**src/rtl/pwm_dt_pkg.sv**
```systemverilog
// Shared types and default widths for the PWM dead-time stage.
package pwm_dt_pkg;

  localparam int unsigned CHNL_NUM_DEF = 4;
  localparam int unsigned DT_WIDTH_DEF = 8;

  typedef enum logic [2:0] {
    ST_OFF     = 3'd0,
    ST_LOW     = 3'd1,
    ST_DT_RISE = 3'd2,
    ST_HIGH    = 3'd3,
    ST_DT_FALL = 3'd4
  } dt_state_e;

  // True while a channel sits in either dead-time window.
  function automatic logic is_dt_state(input dt_state_e s);
    return (s == ST_DT_RISE) || (s == ST_DT_FALL);
  endfunction

endpackage

```
**src/rtl/pwm_dt_chnl.sv**
```systemverilog
// One channel: complementary H/L FSM with a programmable dead-time down-counter.
module pwm_dt_chnl
  import pwm_dt_pkg::*;
#(
  parameter int unsigned DT_WIDTH = DT_WIDTH_DEF
) (
  input  logic                clk_i,
  input  logic                rst_i,
  input  logic                force_off_i,
  input  logic                pwm_i,
  input  logic [DT_WIDTH-1:0] dt_rise_i,
  input  logic [DT_WIDTH-1:0] dt_fall_i,
  output logic                pwm_h_o,
  output logic                pwm_l_o,
  output logic                dt_active_o
);

  dt_state_e           state_q, state_d;
  logic [DT_WIDTH-1:0] cnt_q, cnt_d;
  logic                from_high_q, from_high_d;
  logic                h_q, h_d;
  logic                l_q, l_d;
  logic                dta_q, dta_d;

  always_ff @(posedge clk_i) begin
    if (rst_i) begin
      state_q     <= ST_OFF;
      cnt_q       <= '0;
      from_high_q <= 1'b0;
      h_q         <= 1'b0;
      l_q         <= 1'b0;
      dta_q       <= 1'b0;
    end else begin
      state_q     <= state_d;
      cnt_q       <= cnt_d;
      from_high_q <= from_high_d;
      h_q         <= h_d;
      l_q         <= l_d;
      dta_q       <= dta_d;
    end
  end

  // Next state; a zero dead time switches H/L directly in a single edge.
  always_comb begin
    state_d     = state_q;
    cnt_d       = cnt_q;
    from_high_d = from_high_q;
    case (state_q)
      ST_OFF: begin
        state_d     = ST_DT_FALL;
        cnt_d       = dt_fall_i;
        from_high_d = 1'b0;
      end
      ST_LOW: begin
        if (pwm_i) begin
          if (dt_rise_i == '0) begin
            state_d = ST_HIGH;
            cnt_d   = '0;
          end else begin
            state_d = ST_DT_RISE;
            cnt_d   = dt_rise_i;
          end
        end
      end
      ST_DT_RISE: begin
        if (!pwm_i) begin
          state_d = ST_LOW;
          cnt_d   = '0;
        end else if (cnt_q != '0) begin
          cnt_d = cnt_q - DT_WIDTH'(1);
        end else begin
          state_d = ST_HIGH;
        end
      end
      ST_HIGH: begin
        if (!pwm_i) begin
          if (dt_fall_i == '0) begin
            state_d = ST_LOW;
            cnt_d   = '0;
          end else begin
            state_d     = ST_DT_FALL;
            cnt_d       = dt_fall_i;
            from_high_d = 1'b1;
          end
        end
      end
      ST_DT_FALL: begin
        // Returning to HIGH is only safe when L was never driven since HIGH.
        if (pwm_i && from_high_q) begin
          state_d = ST_HIGH;
          cnt_d   = '0;
        end else if (cnt_q != '0) begin
          cnt_d = cnt_q - DT_WIDTH'(1);
        end else begin
          state_d = ST_LOW;
        end
      end
      default: begin
        state_d = ST_OFF;
        cnt_d   = '0;
      end
    endcase
    if (force_off_i) begin
      state_d     = ST_OFF;
      cnt_d       = '0;
      from_high_d = 1'b0;
    end
    h_d   = (state_d == ST_HIGH);
    l_d   = (state_d == ST_LOW);
    dta_d = is_dt_state(state_d);
  end

  assign pwm_h_o     = h_q;
  assign pwm_l_o     = l_q;
  assign dt_active_o = dta_q;

  a_no_overlap: assert property (@(posedge clk_i) !(h_q && l_q));
  a_dt_flag:    assert property (@(posedge clk_i) dta_q == is_dt_state(state_q));

endmodule

```
**src/rtl/pwm_deadtime.sv**
```systemverilog
// Complementary dead-time stage for CHNL_NUM PWM channels.
// Optional brake/fault path enabled by defining PWM_DT_BRAKE_EN.
module pwm_deadtime
  import pwm_dt_pkg::*;
#(
  parameter int unsigned CHNL_NUM = CHNL_NUM_DEF,
  parameter int unsigned DT_WIDTH = DT_WIDTH_DEF
) (
  input  logic                clk_i,
  input  logic                rst_i,
  input  logic                en_i,
  input  logic [DT_WIDTH-1:0] dt_rise_i,
  input  logic [DT_WIDTH-1:0] dt_fall_i,
  input  logic [CHNL_NUM-1:0] pwm_i,
`ifdef PWM_DT_BRAKE_EN
  input  logic                brake_i,
  input  logic                brake_clr_i,
  output logic                fault_o,
`endif
  output logic [CHNL_NUM-1:0] pwm_h_o,
  output logic [CHNL_NUM-1:0] pwm_l_o,
  output logic [CHNL_NUM-1:0] dt_active_o
);

  logic force_off;

`ifdef PWM_DT_BRAKE_EN
  logic fault_q, fault_d;

  // Sticky fault: brake sets it and wins over a simultaneous clear.
  always_comb begin
    fault_d = fault_q;
    if (brake_i) begin
      fault_d = 1'b1;
    end else if (brake_clr_i) begin
      fault_d = 1'b0;
    end
  end

  always_ff @(posedge clk_i) begin
    if (rst_i) begin
      fault_q <= 1'b0;
    end else begin
      fault_q <= fault_d;
    end
  end

  assign fault_o   = fault_q;
  assign force_off = !en_i || brake_i || fault_q;
`else
  assign force_off = !en_i;
`endif

  for (genvar g = 0; g < int'(CHNL_NUM); g++) begin : g_chnl
    pwm_dt_chnl #(
      .DT_WIDTH (DT_WIDTH)
    ) u_chnl (
      .clk_i       (clk_i),
      .rst_i       (rst_i),
      .force_off_i (force_off),
      .pwm_i       (pwm_i[g]),
      .dt_rise_i   (dt_rise_i),
      .dt_fall_i   (dt_fall_i),
      .pwm_h_o     (pwm_h_o[g]),
      .pwm_l_o     (pwm_l_o[g]),
      .dt_active_o (dt_active_o[g])
    );
  end

endmodule
```
**config.mk**
```make
export PLATFORM = sky130hd
export DESIGN_NAME = pwm_deadtime
export DESIGN_NICKNAME = d
export VERILOG_FILES = /design/src/rtl/pwm_dt_pkg.sv /design/src/rtl/pwm_dt_chnl.sv /design/src/rtl/pwm_deadtime.sv
export SDC_FILE = /design/constraint.sdc
export NUM_CORES = 1
export LEC_CHECK = 0
export BUFFER_PORTS_ARGS = -buffer_cell sky130_fd_sc_hd__buf_2
export CELL_PAD_IN_SITES_DETAIL_PLACEMENT = 2
export CELL_PAD_IN_SITES_GLOBAL_PLACEMENT = 2
export CORE_ASPECT_RATIO = 1.5
export CORE_MARGIN = 2
export CORE_UTILIZATION = 26
export DETAILED_ROUTE_END_ITERATION = 6
export PLACE_DENSITY_LB_ADDON = 0.3
export SYNTH_ARGS = -nofsm -noshare
export SYNTH_HDL_FRONTEND = slang
export SYNTH_SLANG_ARGS = --single-unit
```
**constraint.sdc**
```tcl
create_clock -name clk_i -period 1.9 [get_ports clk_i]
set_clock_uncertainty 0.2 [all_clocks]
set_input_delay 0.095 -clock clk_i [delete_from_list [all_inputs] [get_ports clk_i]]
set_output_delay 0.095 -clock clk_i [all_outputs]
set_load 0.03 [all_outputs]
```
==> metrics.txt, run 1 <==
status complete, no violations; TritonCTS Buffers 9; Syn-to-layout area delta 35.8%; Die W 109 µm; max-slew violation count 0; first-iteration detailed-routing DRC count 176; hold crit path type input port to flip-flop; initial antenna violation count 0; CP max stage delay 0.42 ns; layout cells sized above 1 31.2%; crit path buf inv count 1; slowest CP cell or3_4; Die ar. 0.0176 mm²; worst vdd ir 0.000294 V; grt ovf 0; Final setup violation count 0; root buf cell clkbuf_16; die height 162 µm; HPWL after DPL 13600 µm; Worst-path clk slew 0.05 ns; Setup CP Type flip-flop to flip-flop; share of flip-flops with an asynchronous set or reset 0%; fin area 0.00585 mm²; DRT Pass-1 Iters 5; WP data required 1.98 ns; CTS H-Tree Depth 3; TNS Setup 0 ns; Relative slew margins 63.3%; Total GRT Usage 20.9%; syn_area_per_cell 7.73 µm²; grt peak-use layer met2; Ant. Diodes 0; RSZ-0062 raised after global routing yes; routed len/inst 20.5 µm; GPL Wtd Cong 0.833; largest net degree at the start of global routing 25; multi-input combinational cell area 0.00292 mm²; Syn. warnings 0; Antenna Nets Post-Route 0; final hold violation count 0; number of global-route vias before repair 5297; CTS Sinks 60; FILL cells 1817; M1 GR Usage 23.7%; period utilization 98.9%; CP Max Fanout 8; # port buffers 34; mapped cell area 0.00430 mm²; via count 4717; IO Pins 35; final WL 17900 µm; Max Freq 532 MHz; CTS max path bufs 2; DP Area 0.00523 mm²; CTS tree built; Post-synth EDFFs 0; Netlist cell types 70; pwr/cell area 720 mW/mm²; # rows 57; DR vias/cell 5.40; met3 Resource Use GR 2.50%; Core ar. 0.0162 mm²; P_leak 2.43 nW; post-synthesis cell count 557; Primary FF master, synth dfxtp_1; first-pass GRT wire length 28400 µm; Starting Density 26.6%; Worst Setup Start Kind flip-flop; CP Data Arrival Time 1.96 ns; met2 usage 38.7%; Sequential Area 0.00122 mm²; syn nets 588; Critical Path Sink Type flip-flop; Least-Margin Pin Slew 0.551 ns; Yosys reg bits 60; Final #Nets 693; max-cap violations 0; Post-route DRC 0; CP cell instances inv_2, ha_4, nor4b_4, and2_4, or3_4, o32ai_2, a22o_1; minimum clock period 1.88 ns; sequential fraction of the synthesis area 27.9%; Top delay family on crit path simple AND/OR/NAND/NOR gates; Worst-Skew Late Latency 0.34 ns
-- layout by cell type, fill, tap and decap left out, types with 14 or more instances in the layout --
cell / instances
inv_1: 23
a31oi_1: 16
a21oi_1: 44
nand2b_1: 15
o21ai_0: 17
nand3_1: 18
o22ai_1: 14
nand2_1: 31
buf_4: 96
a22oi_1: 18
nor2b_1: 14
dfxtp_1: 48
buf_2: 33
nor2_1: 50
-- worst register-to-register path: cells and delay by family, from the launching register on --
kind,cells,cell delay (ns)
flip-flops,1,0.34
adder cells (fa/ha/maj),1,0.16
AO/OA/AOI/OAI,2,0.37
buffers and inverters,1,0.05
AND/OR/NAND/NOR,3,0.71
-- metal layers --
| metal | vias to the layer above | routed length (µm) |
|---|---|---|
| met3 | 30 | 447 |
| met1 | 2344 | 7290 |
| met5 | - | 0 |
| met2 | 75 | 9570 |
| met4 | 0 | 571 |
| li1 | 2268 | - |
-- sequential cells by signal (all words and copies together) (netlist names) --
| name | count |
|---|---|
| g_chnl.u_chnl.dt_active_o | 4 |
| g_chnl.u_chnl.pwm_h_o | 4 |
| g_chnl.u_chnl.from_high_q | 4 |
| g_chnl.u_chnl.pwm_l_o | 4 |
| g_chnl.u_chnl.cnt_q | 32 |
| g_chnl.u_chnl.state_q | 12 |
-- cells in the mapped netlist (5+ instances only) --
master	instances	area share [%]
ha_1	8	2.3
dfxtp_1	60	28
nor4_1	9	1.3
buf_2	18	2.1
nand2_1	31	2.7
a22o_1	5	1.0
and3_1	7	1.0
clkbuf_1	11	0.96
nand3_1	21	2.4
o22ai_1	15	2.2
buf_4	12	2.1
inv_1	27	2.4
nand2b_1	15	2.2
o21a_1	6	1.0
a31oi_1	16	2.3
nor2b_1	14	2.0
nor3_1	14	1.6
mux2i_1	6	1.4
a221oi_1	5	1.0
o2bb2ai_1	6	1.2
or3_1	6	0.87
o31ai_1	5	0.87
a32o_1	7	1.6
a21oi_1	45	5.2
and3b_1	9	1.8
o21ai_0	18	2.1
xnor2_1	12	2.4
nor2_1	53	4.6
nor3b_1	5	0.87
a22oi_1	18	3.1
-- power by group --
group          internal [mW]  switching (mW)
clock                   1.08           0.630
sequential              1.32          0.0602
combinational          0.508           0.608
total                   2.91            1.30
-- cell type report --
class                           count  area share, %
Clock buffer                       12           4.39
Clock inverter                      4          0.813
Inverter                           27           1.73
Multi-Input combinational cell    423           49.9
Sequential cell                    60           20.8
Tap cell                          206           4.41
Timing Repair Buffer              141           18.0
-- metrics by stage --
step | instances | utilization [%] | power [mW] | hold WS, ns | worst slack (ns)
after CTS | 867 | 34.9 | 4.19 | 0.0390 | -0.0443
after global placement | 844 | 32.3 | 2.37 | 0.256 | -0.104
after floorplan | 557 | - | 1.99 | -0.0359 | -0.0264
after detailed placement | 844 | 32.3 | 2.42 | 0.270 | -0.143
after global routing | 873 | 36.1 | 4.42 | 0.0896 | -0.0628
final | 873 | 36.1 | 4.21 | 0.0311 | 0.0214
-- logic make-up (layout without fill, tap and decap cells) --
group | after synthesis | count (layout) | synth area share (%)
mux | 6 | 6 | 1.40
flops | 60 | 60 | 27.9
compound gates | 188 | 188 | 30.8
buf+inv | 74 | 184 | 8.37
fa+ha+maj | 8 | 8 | 2.33
xor+xnor | 13 | 13 | 2.65
simple gates | 208 | 208 | 26.6
-- what timing repair did --
| action | 4_1_cts | 5_1_grt |
|---|---|---|
| hold buffers | 5 | 0 |
| setup endpoints to repair | 14 | 36 |
| hold endpoints to repair | 10 | 0 |
| pin swaps | 5 | 14 |
| setup buffers | 2 | 7 |
| gates cloned | 0 | 0 |
| resized for setup | 12 | 42 |
-- final timing paths --
| path | to | slack [ns] | cells past startpoint | startpoint |
|---|---|---|---|---|
| min | g_chnl[3].u_chnl.state_q[1]$_SDFF_PP0_ | 0.03 | 4 | pwm_i[3] |
| max reg2reg | g_chnl[2].u_chnl.cnt_q[6]$_SDFFE_PP0P_ | 0.02 | 7 | g_chnl[2].u_chnl.cnt_q[1]$_SDFFE_PP0P_ |
| min reg2reg | g_chnl[3].u_chnl.cnt_q[7]$_SDFFE_PP0P_ | 0.29 | 2 | g_chnl[3].u_chnl.cnt_q[7]$_SDFFE_PP0P_ |
| max | g_chnl[2].u_chnl.cnt_q[6]$_SDFFE_PP0P_ | 0.02 | 7 | g_chnl[2].u_chnl.cnt_q[1]$_SDFFE_PP0P_ |
Note: power is estimated with default switching activity, not from simulation.
==> run 2, diff against run 1 <==
--- a/config.mk
+++ b/config.mk
@@ -10,7 +10,7 @@
 export CELL_PAD_IN_SITES_GLOBAL_PLACEMENT = 2
 export CORE_ASPECT_RATIO = 1.5
 export CORE_MARGIN = 2
-export CORE_UTILIZATION = 26
+export CORE_UTILIZATION = 30
 export DETAILED_ROUTE_END_ITERATION = 6
 export PLACE_DENSITY_LB_ADDON = 0.3
 export SYNTH_ARGS = -nofsm -noshare
==> constraint.sdc (replaced) <==
create_clock -name clk_i -period 2 [get_ports clk_i]
set_clock_uncertainty 0.2 [all_clocks]
set_input_delay 0.1 -clock clk_i [delete_from_list [all_inputs] [get_ports clk_i]]
set_output_delay 0.1 -clock clk_i [all_outputs]
set_load 0.03 [all_outputs]
==> metrics.txt, run 2 (synthesis results as in run 1) <==
status complete, no violations; TNS Setup 0 ns (unchanged); worst hold endpoint g_chnl[3].u_chnl.state_q[1]$_SDFF_PP0_; fin area 0.00543 mm² (-7.2%); final WL 16500 µm (-7.4%); CTS H-Tree Depth 3 (unchanged); Starting Density 30.8% (+4.2 points); Least-Margin Pin Slew 0.645 ns (+0.0934 ns); Hold Path Origin en_i; Syn-to-layout area delta 26.0%; TritonCTS Buffers 9 (unchanged); CP Max Fanout 10 (+2); Antenna Nets Post-Route 0 (unchanged); worst vdd ir 0.000329 V (+12%); DP Area 0.00497 mm² (-5.0%); Max Freq 527 MHz (-0.97%); CTS max path bufs 2 (unchanged); met3 wire length 313 µm (-30%); end of the worst register-to-register path g_chnl[1].u_chnl.state_q[0]$_SDFF_PP0_; Total GRT Usage 22.8% (+1.9 points); minimum clock period 1.90 ns (+0.0184 ns); Seq pwr share 35.1% (+2.3 points); reg-to-reg startpoint g_chnl[1].u_chnl.state_q[1]$_SDFF_PP0_; Worst-Skew Late Latency 0.34 ns (about the same); Final setup violation count 0 (unchanged); Non-Filler Instances 817 (-6.4%); Critical Path Sink Type flip-flop; Sequential Area 0.00121 mm² (-0.72%); WP data required 2.01 ns (+0.03 ns); max-cap violations 0 (unchanged); # port buffers 34 (unchanged); Post-route DRC 0 (unchanged); Worst Setup Start Kind flip-flop; CTS Sinks 60 (unchanged); IO Pins 35 (unchanged); Relative slew margins 57.0% (-6.2 points); routed len/inst 20.2 µm (-1.1%); Placed Instances 798 (-5.5%); Met2 Wirelength 8960 µm (-6.4%); Die W 102 µm (-6.7%); commonest non-fill, non-tap cell in the layout buf_4; max-slew violation count 0 (unchanged); worst-case reg-to-reg path depth 6 (-1); DR vias/cell 5.65 (+4.6%); Hold WS 0.0245 ns (-0.00656 ns); CTS tree built; via count 4617 (-2.1%); first-iteration detailed-routing DRC count 131 (-26%); FILL cells 1647 (-9.4%); root buf cell clkbuf_16; P_leak 2.19 nW (-9.8%); number of global-route vias before repair 5031 (-5.0%); pwr/cell area 690 mW/mm² (-4.2%); FF-to-FF setup slack 0.10 ns (+0.08 ns); period utilization 94.8% (-4.0 points); largest net degree at the start of global routing 25 (unchanged); most frequent cells in the layout buf_4, dfxtp_1, nor2_1; most flop-heavy register g_chnl.u_chnl.cnt_q; DRT met1 WL 6760 µm (-7.2%); # rows 53 (-7.0%); first-pass GRT wire length 27000 µm (-5.0%); GPL Wtd Cong 0.812 (-2.4%); Worst-path clk slew 0.05 ns (about the same); DR top layer met4; Hold Path Stages 4 (unchanged); final hold violation count 0 (unchanged); Core ar. 0.0140 mm² (-14%); Die ar. 0.0153 mm² (-13%); HPWL after DPL 12500 µm (-8.3%); layout cells sized above 1 24.5% (-6.7 points); die height 151 µm (-6.7%); initial antenna violation count 0 (unchanged); NetSw 1.18 mW (-8.9%); cell-internal power 2.56 mW (-12%); hold crit path type input port to flip-flop; DRT Pass-1 Iters 4 (-1); Largest regs g_chnl.u_chnl.cnt_q (32), g_chnl.u_chnl.state_q (12); clock power share 39.4% (-1.3 points); CP Data Arrival Time 1.91 ns (-0.05 ns); Final #Nets 652 (-5.9%); switching share of power 31.6% (+0.75 points); Setup CP Type flip-flop to flip-flop; multi-input combinational cell area 0.00287 mm² (-1.5%); combinational share of power 25.5% (-1.0 points); grt ovf 0 (unchanged); max FFs per register 32 (unchanged); Ant. Diodes 0 (unchanged)
==> run 2: cell types whose count changed in the layout (fill, tap and decap cells not counted), moves of 2 or more <==
cell / before / now
nand3_2: 3 / 1
ha_4: 2 / 0
a221oi_1: 3 / 5
a221oi_2: 2 / 0
dfxtp_1: 48 / 55
nand3_1: 18 / 20
dfxtp_2: 12 / 5
buf_6: 3 / 0
buf_4: 96 / 58
inv_2: 4 / 1
inv_1: 23 / 26
==> run 2: cell type report <==
class,instances,area share [%]
multi-input combinational,423,53.0
clock buffer,11,4.66
inverter,27,1.87
tap,192,4.43
clock inverter,4,0.461
timing repair buffer,100,13.4
sequential,60,22.3
==> run 2: power by group through the flow <==
| stage | clock network (mW) | registers (mW) | logic (mW) |
|---|---|---|---|
| final | 1.47 | 1.31 | 0.955 |
| after detailed placement | 0 | 1.33 | 0.900 |
| after CTS | 1.52 | 1.31 | 0.925 |
| after global placement | 0 | 1.33 | 0.860 |
| after floorplan | 0 | 1.32 | 0.564 |
| after global routing | 1.56 | 1.32 | 1.05 |
==> run 2: worst max-delay path by stage <==
stage | from | to | slack [ns] | depth (start not counted)
after floorplan | g_chnl[2].u_chnl.cnt_q[0]$_SDFFE_PP0P_ | g_chnl[2].u_chnl.cnt_q[6]$_SDFFE_PP0P_ | 0.03 | 8
after CTS | g_chnl[2].u_chnl.cnt_q[1]$_SDFFE_PP0P_ | g_chnl[2].u_chnl.cnt_q[6]$_SDFFE_PP0P_ | 0.005 | 7
after detailed placement | g_chnl[2].u_chnl.cnt_q[0]$_SDFFE_PP0P_ | g_chnl[2].u_chnl.cnt_q[4]$_SDFFE_PP0P_ | -0.12 | 7
after global placement | g_chnl[2].u_chnl.cnt_q[0]$_SDFFE_PP0P_ | g_chnl[2].u_chnl.cnt_q[4]$_SDFFE_PP0P_ | -0.05 | 7
final | g_chnl[1].u_chnl.state_q[1]$_SDFF_PP0_ | g_chnl[1].u_chnl.state_q[0]$_SDFF_PP0_ | 0.10 | 6
after global routing | g_chnl[3].u_chnl.cnt_q[2]$_SDFFE_PP0P_ | g_chnl[3].u_chnl.dt_active_o$_SDFF_PP0_ | -0.01 | 5
==> run 2: repair_timing <==
item | CTS | global route
endpoints found under the hold margin | 9 | 0
setup buffers | 0 | 0
hold buffers | 4 | 0
pin swaps | 6 | 6
setup endpoints to repair | 10 | 20
resized for setup | 8 | 24
cloned | 0 | 0
==> run 2: per-layer routing <==
| layer | track usage (%) | vias to the layer above |
|---|---|---|
| li1 | - | 2186 |
| met5 | 0 | - |
| met1 | 26.0 | 2332 |
| met2 | 41.9 | 71 |
| met3 | 2.92 | 28 |
| met4 | 9.66 | 0 |
==> run 2: worst max-delay path, cell delays in order, from the launching register on <==
cell and delay, ns:
dfxtp_1 0.45, buf_4 0.23, nor2_1 0.13, nand3_1 0.13, o32ai_1 0.08, or3_1 0.40, nor2b_1 0.15
==> run 2: stage by stage <==
stage / util, % / power [mW] / setup slack (ns)
after detailed placement: 35.5 / 2.23 / -0.122
final: 38.8 / 3.74 / 0.103
after CTS: 38.0 / 3.76 / 0.00462
after floorplan: - / 1.89 / 0.0271
after global placement: 35.5 / 2.19 / -0.0473
after global routing: 38.8 / 3.94 / -0.0131
==> run 3, diff against run 2 <==
--- a/config.mk
+++ b/config.mk
@@ -8,7 +8,7 @@
 export BUFFER_PORTS_ARGS = -buffer_cell sky130_fd_sc_hd__buf_2
 export CELL_PAD_IN_SITES_DETAIL_PLACEMENT = 2
 export CELL_PAD_IN_SITES_GLOBAL_PLACEMENT = 2
-export CORE_ASPECT_RATIO = 1.5
+export CORE_ASPECT_RATIO = 0.8
 export CORE_MARGIN = 2
 export CORE_UTILIZATION = 30
 export DETAILED_ROUTE_END_ITERATION = 6
==> metrics.txt, run 3 (synthesis results as in run 1) <==
CTS Sinks 60 (unchanged); Sequential Area 0.00121 mm² (+0.10%); Syn-to-layout area delta 23.9%; Setup CP Type flip-flop to flip-flop; routed len/inst 20.8 µm (+2.6%); # port buffers 34 (unchanged); Worst-Skew Late Latency 0.34 ns (about the same); Hold Path Origin pwm_i[3]; die height 111 µm (-26%); Post-route DRC 0 (unchanged); Hold WS 0.0508 ns (+0.0263 ns); root buf cell clkbuf_16; multi-input combinational cell area 0.00287 mm² (-0.22%); max-cap violations 0 (unchanged); end of the worst register-to-register path g_chnl[2].u_chnl.cnt_q[6]$_SDFFE_PP0P_; most frequent cells in the layout buf_4, dfxtp_1, nor2_1; total power 3.69 mW (-1.5%); Placed Instances 783 (-1.9%); FILL cells 1662 (+0.91%); worst-case reg-to-reg path depth 7 (+1); Relative slew margins 66.8% (+9.8 points); Final #Nets 647 (-0.77%); Critical Path Sink Type flip-flop; P_leak 2.16 nW (-1.5%); Die ar. 0.0153 mm² (about the same); Hold Path Stages 4 (unchanged); Non-Filler Instances 805 (-1.5%); Starting Density 30.4% (-0.35 points); DR vias/cell 5.68 (+0.59%); DRT Pass-1 Iters 5 (+1); first-pass GRT wire length 27300 µm (+1.2%); period utilization 97.0% (+2.1 points); CTS max path bufs 2 (unchanged); most flop-heavy register g_chnl.u_chnl.cnt_q; CTS H-Tree Depth 3 (unchanged); Max Freq 516 MHz (-2.2%); first-iteration detailed-routing DRC count 325 (+150%); minimum clock period 1.94 ns (+0.0423 ns); max FFs per register 32 (unchanged); FF-to-FF setup slack 0.06 ns (-0.04 ns); Largest regs g_chnl.u_chnl.cnt_q (32), g_chnl.u_chnl.state_q (12); Ant. Diodes 0 (unchanged); Final Util 37.7% (-1.1 points); via count 4576 (-0.89%); final hold violation count 0 (unchanged); Final setup violation count 0 (unchanged); Antenna Nets Post-Route 0 (unchanged); CTS tree built; Core ar. 0.0142 mm² (+1.1%); HPWL after DPL 12300 µm (-1.5%); hold crit path type input port to flip-flop; status complete, no violations; initial antenna violation count 0 (unchanged); pwr/cell area 691 mW/mm² (+0.20%); GPL Wtd Cong 0.815 (+0.31%); Least-Margin Pin Slew 0.497 ns (-0.147 ns); CP Max Fanout 8 (-2); Worst Setup Start Kind flip-flop; worst hold endpoint g_chnl[3].u_chnl.state_q[1]$_SDFF_PP0_; grt ovf 0 (unchanged); reg-to-reg startpoint g_chnl[2].u_chnl.cnt_q[1]$_SDFFE_PP0P_; largest net degree at the start of global routing 25 (unchanged); TNS Setup 0 ns (unchanged); Die W 138 µm (+35%); Worst-path clk slew 0.06 ns (about the same); worst vdd ir 0.000390 V (+19%); IO Pins 35 (unchanged); CP Data Arrival Time 2.03 ns (+0.12 ns); layout cells sized above 1 24.8% (+0.32 points); TritonCTS Buffers 9 (unchanged); number of global-route vias before repair 4895 (-2.7%); WP data required 2.09 ns (+0.08 ns); commonest non-fill, non-tap cell in the layout buf_4; max-slew violation count 0 (unchanged); RSZ-0062 raised after global routing yes; Total GRT Usage 22.8% (about the same); final WL 16700 µm (+1.0%); # rows 39 (-26%)
==> run 3: cell types whose count changed in the layout (fill, tap and decap cells not counted), sizes merged <==
cell,delta
buf,-8
clkinv,+3
dlygate4sd3,+1
==> run 3: metal layers <==
layer | global-route usage [%] | vias to the layer above | wire, µm | share of wire (%)
li1 | - | 2180 | - | -
met1 | 30.5 | 2315 | 7780 | 47
met2 | 38.3 | 62 | 8200 | 49
met3 | 3.57 | 19 | 451 | 2.7
met4 | 5.44 | 0 | 287 | 1.7
met5 | 0 | - | 0 | 0
==> run 3: power breakdown <==
part / leakage, nW / switching [mW] / internal [mW]
sequential: 0.493 / 0.0647 / 1.25
clock: 0.131 / 0.619 / 0.830
combinational: 1.54 / 0.527 / 0.395
==> run 3: worst max-delay path by stage <==
stage	startpoint	end	cells after the start
3_3_place_gp	g_chnl[2].u_chnl.cnt_q[0]$_SDFFE_PP0P_	g_chnl[2].u_chnl.cnt_q[4]$_SDFFE_PP0P_	7
5_1_grt	pwm_i[2]	g_chnl[2].u_chnl.cnt_q[6]$_SDFFE_PP0P_	7
4_1_cts	pwm_i[2]	g_chnl[2].u_chnl.cnt_q[6]$_SDFFE_PP0P_	7
3_5_place_dp	g_chnl[2].u_chnl.cnt_q[1]$_SDFFE_PP0P_	g_chnl[2].u_chnl.cnt_q[4]$_SDFFE_PP0P_	7
6_report	g_chnl[2].u_chnl.cnt_q[1]$_SDFFE_PP0P_	g_chnl[2].u_chnl.cnt_q[6]$_SDFFE_PP0P_	7
2_1_floorplan	g_chnl[2].u_chnl.cnt_q[0]$_SDFFE_PP0P_	g_chnl[2].u_chnl.cnt_q[6]$_SDFFE_PP0P_	8
==> run 3: final cells by class <==
class / count / area share [%]
Multi-Input combinational cell: 423 / 53.7
Tap cell: 184 / 4.32
Clock buffer: 9 / 4.22
Inverter: 27 / 1.90
Sequential cell: 60 / 22.7
Clock inverter: 7 / 0.821
Timing Repair Buffer: 95 / 12.3
==> run 3: timing repair <==
action                                  CTS  global route
resized for setup                         2            37
hold buffers                              5             0
pin swaps                                 0             8
endpoints found under the setup margin    7            36
buffers inserted                          0             1
endpoints found under the hold margin    10             0
==> run 3: worst max-delay path, cell delays in order (launching register included) <==
cell	delay, ns
dfxtp_2	0.33
inv_2	0.05
ha_4	0.15
nor4b_4	0.12
and2_4	0.17
or3_4	0.45
o32ai_2	0.26
a22o_1	0.15
==> run 3: stage by stage <==
stage,cell area [µm²],setup WS (ns)
floorplan,4300,0.0271
global placement,4870,-0.0120
detailed placement,4870,-0.130
CTS,5200,0.0190
global route,5330,-0.0165
finish,5330,0.0608
